--- src/rtl/ps2_pkg.sv ---
// Shared frame-state encoding, PS/2 prefix bytes and the list of bytes the decoder drops.
// Latency: n/a (declarations only); backpressure: n/a.
package ps2_pkg;

   typedef enum logic [1:0] {
      IDLE   = 2'd0,
      DATA   = 2'd1,
      PARITY = 2'd2,
      STOP   = 2'd3
   } frame_state_t;

   localparam logic [7:0] PS2_EXT    = 8'hE0;
   localparam logic [7:0] PS2_BRK    = 8'hF0;
   localparam logic [7:0] PS2_PAUSE  = 8'hE1;
   localparam logic [2:0] PAUSE_SKIP = 3'd7;

   // Keyboard status replies (BAT, ACK, echo, resend, buffer errors) carry no key event.
   function automatic logic is_discard(input logic [7:0] b);
      return (b == 8'hAA) || (b == 8'hFA) || (b == 8'hEE) ||
             (b == 8'hFE) || (b == 8'h00) || (b == 8'hFF);
   endfunction

endpackage

--- src/rtl/ps2_key_decoder_if.sv ---
// PS/2 line inputs and the decoded key-event outputs; master is the decoder, slave its environment.
// Latency: n/a (wiring only); backpressure: none, events are toggle-signalled.
interface ps2_key_decoder_if;
   logic        ps2_clk_in;
   logic        ps2_data_in;
   logic [10:0] ps2_key;
   logic        frame_err;

   modport master (input ps2_clk_in, input ps2_data_in, output ps2_key, output frame_err);
   modport slave  (output ps2_clk_in, output ps2_data_in, input ps2_key, input frame_err);
endinterface

--- src/rtl/ps2_line_filter.sv ---
// Synchronises the raw PS/2 lines, deglitches the clock and emits a one-cycle strobe on its filtered fall.
// Latency: 2 sync cycles + FILTER_LEN samples; backpressure: none.
module ps2_line_filter #(
   parameter int FILTER_LEN = 8
) (
   input  logic clk_sys,
   input  logic reset_n,
   input  logic i_clk_raw,
   input  logic i_data_raw,
   output logic o_data,
   output logic o_fall
);
   localparam int            CW       = $clog2(FILTER_LEN + 1);
   localparam logic [CW-1:0] CNT_LAST = CW'(FILTER_LEN - 1);
   localparam logic [CW-1:0] CNT_ONE  = CW'(1);

   logic [1:0]    r_clk_sync;
   logic [1:0]    r_data_sync;
   logic          r_clk_filt;
   logic [CW-1:0] r_cnt;
   logic          w_clk_s;
   logic          w_change;

   assign w_clk_s  = r_clk_sync[1];
   assign w_change = (w_clk_s != r_clk_filt) && (r_cnt == CNT_LAST);

   always_ff @(posedge clk_sys or negedge reset_n) begin
      if (!reset_n) begin
         r_clk_sync  <= 2'b11;
         r_data_sync <= 2'b11;
         r_clk_filt  <= 1'b1;
         r_cnt       <= '0;
      end else begin
         r_clk_sync  <= {r_clk_sync[0], i_clk_raw};
         r_data_sync <= {r_data_sync[0], i_data_raw};
         // Any sample matching the current level restarts the run of differing samples.
         if (w_clk_s == r_clk_filt) begin
            r_cnt <= '0;
         end else if (w_change) begin
            r_clk_filt <= w_clk_s;
            r_cnt      <= '0;
         end else begin
            r_cnt <= r_cnt + CNT_ONE;
         end
      end
   end

   assign o_fall = w_change & ~w_clk_s;
   assign o_data = r_data_sync[1];

endmodule

--- src/rtl/ps2_key_decoder.sv ---
// PS/2 keyboard receiver: frames bytes, folds E0/F0/E1 prefixes and emits toggle-flagged 11-bit key events.
// Latency: ps2_key/frame_err 1 cycle after the stop-bit strobe; backpressure: none, consumer edge-detects bit 10.
module ps2_key_decoder
   import ps2_pkg::*;
#(
   parameter int FILTER_LEN  = 8,
   parameter int TIMEOUT_CYC = 18000
) (
   input  logic               clk_sys,
   input  logic               reset_n,
   ps2_key_decoder_if.master  bus
);
   localparam int            TW      = $clog2(TIMEOUT_CYC + 1);
   localparam logic [TW-1:0] TO_LAST = TW'(TIMEOUT_CYC - 1);
   localparam logic [TW-1:0] TO_ONE  = TW'(1);

   logic         w_data;
   logic         w_strobe;
   frame_state_t r_state;
   frame_state_t w_state_nxt;
   logic [2:0]   r_bit_cnt;
   logic [7:0]   r_byte;
   logic         r_perr;
   logic [TW-1:0] r_to_cnt;
   logic         r_ext;
   logic         r_brk;
   logic [2:0]   r_skip;
   logic [10:0]  r_key;
   logic         r_frame_err;
   logic         w_accept;
   logic         w_stop_err;
   logic         w_timeout;

   ps2_line_filter #(.FILTER_LEN(FILTER_LEN)) u_filter (
      .clk_sys    (clk_sys),
      .reset_n    (reset_n),
      .i_clk_raw  (bus.ps2_clk_in),
      .i_data_raw (bus.ps2_data_in),
      .o_data     (w_data),
      .o_fall     (w_strobe)
   );

   always_ff @(posedge clk_sys or negedge reset_n) begin
      if (!reset_n) r_state <= IDLE;
      else          r_state <= w_state_nxt;
   end

   always_comb begin
      w_state_nxt = r_state;
      w_accept    = 1'b0;
      w_stop_err  = 1'b0;
      w_timeout   = 1'b0;
      if ((r_state != IDLE) && !w_strobe && (r_to_cnt == TO_LAST)) begin
         w_timeout   = 1'b1;
         w_state_nxt = IDLE;
      end else if (w_strobe) begin
         unique case (r_state)
            IDLE:    if (!w_data) w_state_nxt = DATA;
            DATA:    if (r_bit_cnt == 3'd7) w_state_nxt = PARITY;
            PARITY:  w_state_nxt = STOP;
            STOP: begin
               w_state_nxt = IDLE;
               if (w_data && !r_perr) w_accept   = 1'b1;
               else                   w_stop_err = 1'b1;
            end
            default: w_state_nxt = IDLE;
         endcase
      end
   end

   always_ff @(posedge clk_sys or negedge reset_n) begin
      if (!reset_n) begin
         r_bit_cnt   <= '0;
         r_byte      <= '0;
         r_perr      <= 1'b0;
         r_to_cnt    <= '0;
         r_ext       <= 1'b0;
         r_brk       <= 1'b0;
         r_skip      <= '0;
         r_key       <= '0;
         r_frame_err <= 1'b0;
      end else begin
         if ((r_state == IDLE) || w_strobe || w_timeout) r_to_cnt <= '0;
         else                                             r_to_cnt <= r_to_cnt + TO_ONE;

         if (w_timeout) begin
            r_bit_cnt <= '0;
         end else if (w_strobe) begin
            unique case (r_state)
               IDLE: begin
                  r_bit_cnt <= '0;
                  r_perr    <= 1'b0;
               end
               DATA: begin
                  r_byte    <= {w_data, r_byte[7:1]};
                  r_bit_cnt <= r_bit_cnt + 3'd1;
               end
               PARITY:  r_perr <= ~(^{r_byte, w_data});
               default: ;
            endcase
         end

         r_frame_err <= w_stop_err | w_timeout;

         // Prefix state is only meaningful within a clean run of frames.
         if (w_stop_err || w_timeout) begin
            r_ext  <= 1'b0;
            r_brk  <= 1'b0;
            r_skip <= '0;
         end else if (w_accept) begin
            if (r_skip != 3'd0) begin
               r_skip <= r_skip - 3'd1;
            end else if (r_byte == PS2_PAUSE) begin
               r_skip <= PAUSE_SKIP;
               r_ext  <= 1'b0;
               r_brk  <= 1'b0;
            end else if (r_byte == PS2_EXT) begin
               r_ext <= 1'b1;
            end else if (r_byte == PS2_BRK) begin
               r_brk <= 1'b1;
            end else if (is_discard(r_byte)) begin
               r_ext <= 1'b0;
               r_brk <= 1'b0;
            end else begin
               r_key <= {~r_key[10], ~r_brk, r_ext, r_byte};
               r_ext <= 1'b0;
               r_brk <= 1'b0;
            end
         end
      end
   end

   assign bus.ps2_key   = r_key;
   assign bus.frame_err = r_frame_err;

endmodule

--- src/flat_wrapper.sv ---
// flat-port wrapper written by rule: the top's interface ports become plain ports
module ps2_key_decoder_flat import ps2_pkg::*;
#(
   parameter int FILTER_LEN  = 8,
   parameter int TIMEOUT_CYC = 18000
)
  (clk_sys, reset_n, bus_ps2_clk_in, bus_ps2_data_in, bus_ps2_key, bus_frame_err);
  ps2_key_decoder_if bus_i ();
  input  logic clk_sys;
  input  logic reset_n;
  input wire logic [$bits(bus_i.ps2_clk_in)-1:0] bus_ps2_clk_in;
  input wire logic [$bits(bus_i.ps2_data_in)-1:0] bus_ps2_data_in;
  output wire logic [$bits(bus_i.ps2_key)-1:0] bus_ps2_key;
  output wire logic [$bits(bus_i.frame_err)-1:0] bus_frame_err;
  assign bus_i.ps2_clk_in = bus_ps2_clk_in;
  assign bus_i.ps2_data_in = bus_ps2_data_in;
  assign bus_ps2_key = bus_i.ps2_key;
  assign bus_frame_err = bus_i.frame_err;
  ps2_key_decoder #(.FILTER_LEN(FILTER_LEN), .TIMEOUT_CYC(TIMEOUT_CYC)) u_core (.clk_sys(clk_sys), .reset_n(reset_n), .bus(bus_i));
endmodule
--- config.mk ---
export PLATFORM = sky130hd
export DESIGN_NAME = ps2_key_decoder_flat
export DESIGN_NICKNAME = d
export VERILOG_FILES = /design/src/rtl/ps2_pkg.sv /design/src/rtl/ps2_key_decoder_if.sv /design/src/rtl/ps2_line_filter.sv /design/src/rtl/ps2_key_decoder.sv /design/src/flat_wrapper.sv
export SDC_FILE = /design/constraint.sdc
export NUM_CORES = 1
export LEC_CHECK = 0
export CAP_MARGIN = 20
export CORE_MARGIN = 2
export CORE_UTILIZATION = 45
export DETAILED_ROUTE_END_ITERATION = 6
export DONT_BUFFER_PORTS = 1
export PLACE_DENSITY = 0.6
export SETUP_SLACK_MARGIN = 0.02
export SLEW_MARGIN = 20
export SYNTH_ARGS = -nofsm -noshare
export SYNTH_HDL_FRONTEND = slang
export SYNTH_SLANG_ARGS = --single-unit
export TNS_END_PERCENT = 1
--- constraint.sdc ---
create_clock -name clk_sys -period 3 [get_ports clk_sys]
set_clock_uncertainty 0.05 [all_clocks]
set_input_delay 0.75 -clock clk_sys [delete_from_list [all_inputs] [get_ports clk_sys]]
set_output_delay 0.75 -clock clk_sys [all_outputs]
set_load 0.02 [all_outputs]
### After elaboration in Yosys (flattened, before gate mapping)

Cells that the tools add are included.

| operators by class | value |
|---|---|
| add/subtract/negate cells | 4 |
| equality and inequality tests | 21 |
| mux-type cells | 37 |
| bitwise gates (word level) | 14 |
| reductions and logical operators | 34 |

Operators with widths:

| operator | count |
|---|---|
| == test 8 bit (second input constant) | 8 |
| two-way mux 1 bit | 21 |
| two-way mux 3 bit | 6 |
| adder 15 x 1 -> 15 bit (second input constant) | 1 |
| == test 15 bit (second input constant) | 1 |
| two-way mux 15 bit | 1 |
| AND reduction 3 bit | 5 |
| inverter 1 bit | 12 |
| nonzero test 2 bit | 5 |
| nonzero test 3 bit | 3 |
| parity 9 bit | 1 |
| zero test 8 bit | 1 |
| logical OR 1 bit | 8 |
| two-way mux 2 bit | 4 |
| two-way mux 4 bit | 2 |
| case mux 2 bit (4 select lines) | 1 |
| AND reduction 7 bit | 1 |
| != test 3 x 1 -> 1 bit (second input constant) | 2 |
| case mux 3 bit (2 select lines) | 1 |
| AND reduction 2 bit | 3 |
| adder 4 x 1 -> 4 bit (second input constant) | 1 |
| == test 2 bit (second input constant) | 2 |
| == test 4 x 3 -> 1 bit (second input constant) | 1 |
| logical AND 1 bit | 4 |
| other kinds (14) | 15 |

| storage, ports and cells | value |
|---|---|
| flip-flop bits (word level) | 55 |
| output and inout bits | 12 |

### Depth between registers and ports, before layout

| depth | value |
|---|---|
| word-level depth | 10 |
| mapped depth | 8 |
| gate-level depth less buffers | 7 |

### By module

A second synthesis with hierarchy kept.

| second synthesis, totals | value |
|---|---|
| cell total of the unflattened synthesis | 236 |
| area, all modules | 2753.9 um^2 |

By module, submodules not included:

| module | instances | cells each | area each (um^2) | seq. area each (um^2) |
|---|---|---|---|---|
| ps2_key_decoder | 1 | 214 | 2404.8 | 1151.1 |
| ps2_line_filter | 1 | 22 | 349.1 | 231.5 |

### Worst setup path after synthesis

OpenSTA, ideal clock, no wires.

| timing path | value |
|---|---|
| kind | flip-flop to flip-flop |
| from | reg u_core.r_skip[0] |
| to | reg u_core.r_key[1] (netlist: u_core.bus.ps2_key[1]) |
| library setup time | 125 ps |
| data arrival time | 1778 ps |
| slack | 1047 ps |
| stages on the path, launching flop included | 9 |
| path buffers | 1 |
| period minus slack after synthesis | 1953 ps |
| path through | dfrtp_1 inv_1 ha_1 nand2b_1 or2_4 a211oi_2 o211ai_2 buf_6 mux2_4 |

| between the ends | value |
|---|---|
| word-level cells in the longest chain between the ends | 3 |

Ends and longest elaborated chain:

| item | line | RTL |
|---|---|---|
| start, declared | ps2_key_decoder.sv:27 | `logic [2:0] r_skip;` |
| start signal, assigned | ps2_key_decoder.sv:112 | `r_skip <= r_skip - 3'd1;` |
| nonzero test 3 bit | ps2_key_decoder.sv:111 | `if (r_skip != 3'd0) begin` |
| inverter 1 bit (no line) | -- |  |
| AND reduction 7 bit (no line) | -- |  |
| end signal, assigned | ps2_key_decoder.sv:125 | `r_key <= {~r_key[10], ~r_brk, r_ext, r_byte};` |
| end, declared | ps2_key_decoder.sv:28 | `logic [10:0] r_key;` |

No other way between the ends.
A chain may end at the register's enable or synchronous reset.

### Final worst setup path

| timing path | value |
|---|---|
| from | reg u_core.u_filter.r_cnt[0] |
| to | reg u_core.r_key[7] (netlist: u_core.bus.ps2_key[7]) |

| between the ends | value |
|---|---|
| word-level cells in the longest chain between the ends | 10 |

Ends and longest elaborated chain:

| item | line | RTL |
|---|---|---|
| start, declared | ps2_line_filter.sv:20 | `logic [CW-1:0] r_cnt;` |
| start signal, assigned | ps2_line_filter.sv:43 | `r_cnt <= r_cnt + CNT_ONE;` |
| == test 4 x 3 -> 1 bit (*) | ps2_line_filter.sv:25 | `assign w_change = (w_clk_s != r_clk_filt) && (r_cnt == CNT_LAST);` |
| logical AND 1 bit (*) | ps2_line_filter.sv:25 |  |
| AND 1 bit (*) | ps2_line_filter.sv:48 | `assign o_fall = w_change & ~w_clk_s;` |
| zero test 1 bit | ps2_key_decoder.sv:53 | `if ((r_state != IDLE) && !w_strobe && (r_to_cnt == TO_LAST)) begin` |
| logical AND 1 bit (2 in series) | ps2_key_decoder.sv:53 |  |
| two-way mux 1 bit | ps2_key_decoder.sv:53 |  |
| logical OR 1 bit | ps2_key_decoder.sv:106 | `if (w_stop_err \|\| w_timeout) begin` |
| inverter 1 bit (no line) | -- |  |
| AND reduction 7 bit (no line) (*) | -- |  |

Mark *: on every way between the ends. The rest lies on a longest branch, timed or not.

==> flow_summary.ini <==
[sta]
final.setup.tns_ps = 0
slew-limit-headroom_pct = 47.8
setup-violations-final = 0
grt_setup_unrepaired = false
slew_viol_final = 0
hold_viol = 0
fin_crit_ps = 2300
whs_ps = 74.4
max_freq_mhz = 435
tightest_slew_ps = 781
post-route-period-util_pct = 76.6

[global_route]
grt_pass1_wl_um = 7990
grt_overflow = 0
grt_pass1_vias = 1681
antenna_found_initial = 0
grt_max_degree = 56
grt_usage_pct = 15.5

[logic_synthesis]
seq_area_frac_synth_pct = 50.7
syn_area_mm2 = 0.00273
yosys-top-cells-area = dfrtp_1, xnor2_1, dfstp_2
synthDistinctLibCells = 48
yosysTopAreaCell = dfrtp_1
avgSynthCellArea_um2 = 10.8
synth_warnings = 0
synth_edf_count = 0
syn_inst = 253
yosysMostFrequentCell = dfrtp_1
synth-seq-cells = 55
synthArstFlopShare_pct = 100
ys.flop_type = dfrtp_1
synth_top_cell_area_share_pct = 45.9
yosys-top-cells-count = dfrtp_1, nand2_1, nor2_1
syn_nets = 267

[cts]
post_cts_buffers = 0
root_buffer = clkbuf_8
clkTransAtPathRegs_ps = 100
cts.path.max_buffers = 2
cts_inserted_buffers = 5
postCtsHoldBufs = 0
cts_resized = 0
clock_latency_ps = 310
cts-htree-levels = 2
cts_tree = done
clkSinkCount = 55

[power_and_ir_drop]
power.leakage_nw = 1.36
finalPower_mw = 1.46
p_int_mw = 1.06
p_sw_mw = 0.399
pwr_density_cell_mw_per_mm2 = 512
p_comb_share_pct = 13.7
clockPowerShare_pct = 26.9
seqPwrFrac_pct = 59.4
switching_share_pct = 27.3
ir_drop_mv = 0.237

[die]
coreArea_mm2 = 0.00589
start_util_pct = 46.4
dieHeight_um = 81.9
die_x_um = 81.9
ios = 16
die_area_mm2 = 0.00670
row_count = 28

[drt]
vias = 1719
drt-met1-wl_um = 2420
drc_errors = 0
topRoutingLayerUsed = met4
firstDrtPassIters = 4
detail-route-antenna-nets = 0
wire_per_inst_um = 14.1
drt_iter0_markers = 104
dr_wl_met3_um = 126
wl_met2_um = 2040
drt_wl_total_um = 4660
routed_via_density = 5.21

[worst_setup_path]
path_max_fanout = 11
cp_top_family = compound AO/OA/AOI/OAI gates
cp.buffers_inverters = 0
critical_path_class = reg -> reg
required_ps = 3140
arrival_ps = 2440
cpPeakStageDelay_ps = 410
crit_chain = ha_1, and3b_1, nand4b_4, a211oi_2, o211ai_2, mux2_4
start_kind = flip-flop
crit_path_end_kind = flip-flop
r2r-start = u_core.u_filter.r_cnt[0]$_DFF_PN0_
slowest_stage = mux2_4
rr_worst_depth = 6
rr_endpoint = u_core.bus.ps2_key[7]$_DFFE_PN0P_
reg2reg_slack_ps = 700

[finish]
utilization_pct = 48.6
area_delta_synth_final_pct = 4.72
fin_nets = 268
num_antenna_cells = 0
drive_gt1_share_pct = 12.5
fin_cells = 330
fillerInstances = 553

[job]
drv_cap = 0

[place]
placed_cells = 322
dp_hpwl_um = 3140
io_buffers = 0
place_congestion = 0.808

[hold_path]
min_path_type = in -> async

[outcome]
status = finished, final reports clean
==> cells by family (layout without fill, tap and decap cells) <==
kind of cell / Yosys count / in the layout / share of synthesized area, %
AO/OA/AOI/OAI: 25 / 25 / 6.28
buffers and inverters: 15 / 17 / 3.07
XOR/XNOR: 24 / 24 / 7.70
multiplexers: 13 / 13 / 6.33
flip-flops: 55 / 55 / 50.7
AND/OR/NAND/NOR: 111 / 111 / 21.4
adder cells (fa/ha/maj): 10 / 10 / 4.59
==> layout by cell type (no fill, tap or decap), drive strengths merged, types with 6 or more instances in the layout <==
cell / count
nand2: 32
nand3: 8
nand4: 6
o21ai: 9
xor2: 6
dfrtp: 50
inv: 8
clkbuf: 7
ha: 10
nor2: 30
mux2: 10
nor3: 9
xnor2: 18
==> final cells by class <==
| type | count | area (um2) | share of cell area [%] |
|---|---|---|---|
| inverters | 8 | 30.0 | 1.05 |
| multi-input cells | 183 | 1260 | 44.2 |
| clock buffers | 7 | 76.3 | 2.67 |
| repair buffers | 1 | 7.51 | 0.263 |
| flip-flops and latches | 55 | 1380 | 48.4 |
| well taps | 75 | 93.8 | 3.28 |
| clock inverters | 1 | 5.00 | 0.175 |
==> sequential cells by signal, indices dropped and copies added (netlist names) <==
register,cells
u_core.bus.frame_err,1
u_core.bus.ps2_key,11
u_core.r_bit_cnt,3
u_core.r_brk,1
u_core.r_byte,8
u_core.r_ext,1
u_core.r_perr,1
u_core.r_skip,3
u_core.r_state,2
u_core.r_to_cnt,15
u_core.u_filter.r_clk_filt,1
u_core.u_filter.r_clk_sync,2
u_core.u_filter.r_cnt,4
u_core.u_filter.r_data_sync,2
==> worst max path at each step <==
stage	slack, ps	from	cells after the start	to
final	700	u_core.u_filter.r_cnt[0]$_DFF_PN0_	6	u_core.bus.ps2_key[7]$_DFFE_PN0P_
after detailed placement	700	u_core.u_filter.r_cnt[0]$_DFF_PN0_	6	u_core.bus.ps2_key[8]$_DFFE_PN0P_
after global routing	550	u_core.u_filter.r_cnt[0]$_DFF_PN0_	6	u_core.bus.ps2_key[7]$_DFFE_PN0P_
after CTS	670	u_core.u_filter.r_cnt[0]$_DFF_PN0_	6	u_core.bus.ps2_key[7]$_DFFE_PN0P_
after floorplan	1050	u_core.r_skip[0]$_DFFE_PN0P_	8	u_core.bus.ps2_key[1]$_DFFE_PN0P_
after global placement	750	u_core.u_filter.r_cnt[0]$_DFF_PN0_	6	u_core.bus.ps2_key[7]$_DFFE_PN0P_
==> metrics by stage <==
| step | setup slack, ps | instance area, um2 |
|---|---|---|
| CTS | 669 | 2860 |
| global route | 551 | 2860 |
| global placement | 746 | 2780 |
| detailed placement | 699 | 2780 |
| floorplan | 1050 | 2730 |
| finish | 703 | 2860 |
==> layer usage <==
metal	vias up	GRT usage (%)
li1	864	-
met1	822	22.3
met2	26	22.4
met3	7	3.85
met4	0	6.33
met5	-	0
==> power groups by stage <==
stage / combinational, mW / clock [mW] / sequential, mW
6_report: 0.201 / 0.393 / 0.869
5_1_grt: 0.231 / 0.443 / 0.879
4_1_cts: 0.203 / 0.416 / 0.870
3_5_place_dp: 0.204 / 0 / 0.883
3_3_place_gp: 0.200 / 0 / 0.884
2_1_floorplan: 0.171 / 0 / 0.868
No activity file was read; power rests on OpenSTA's default activity.
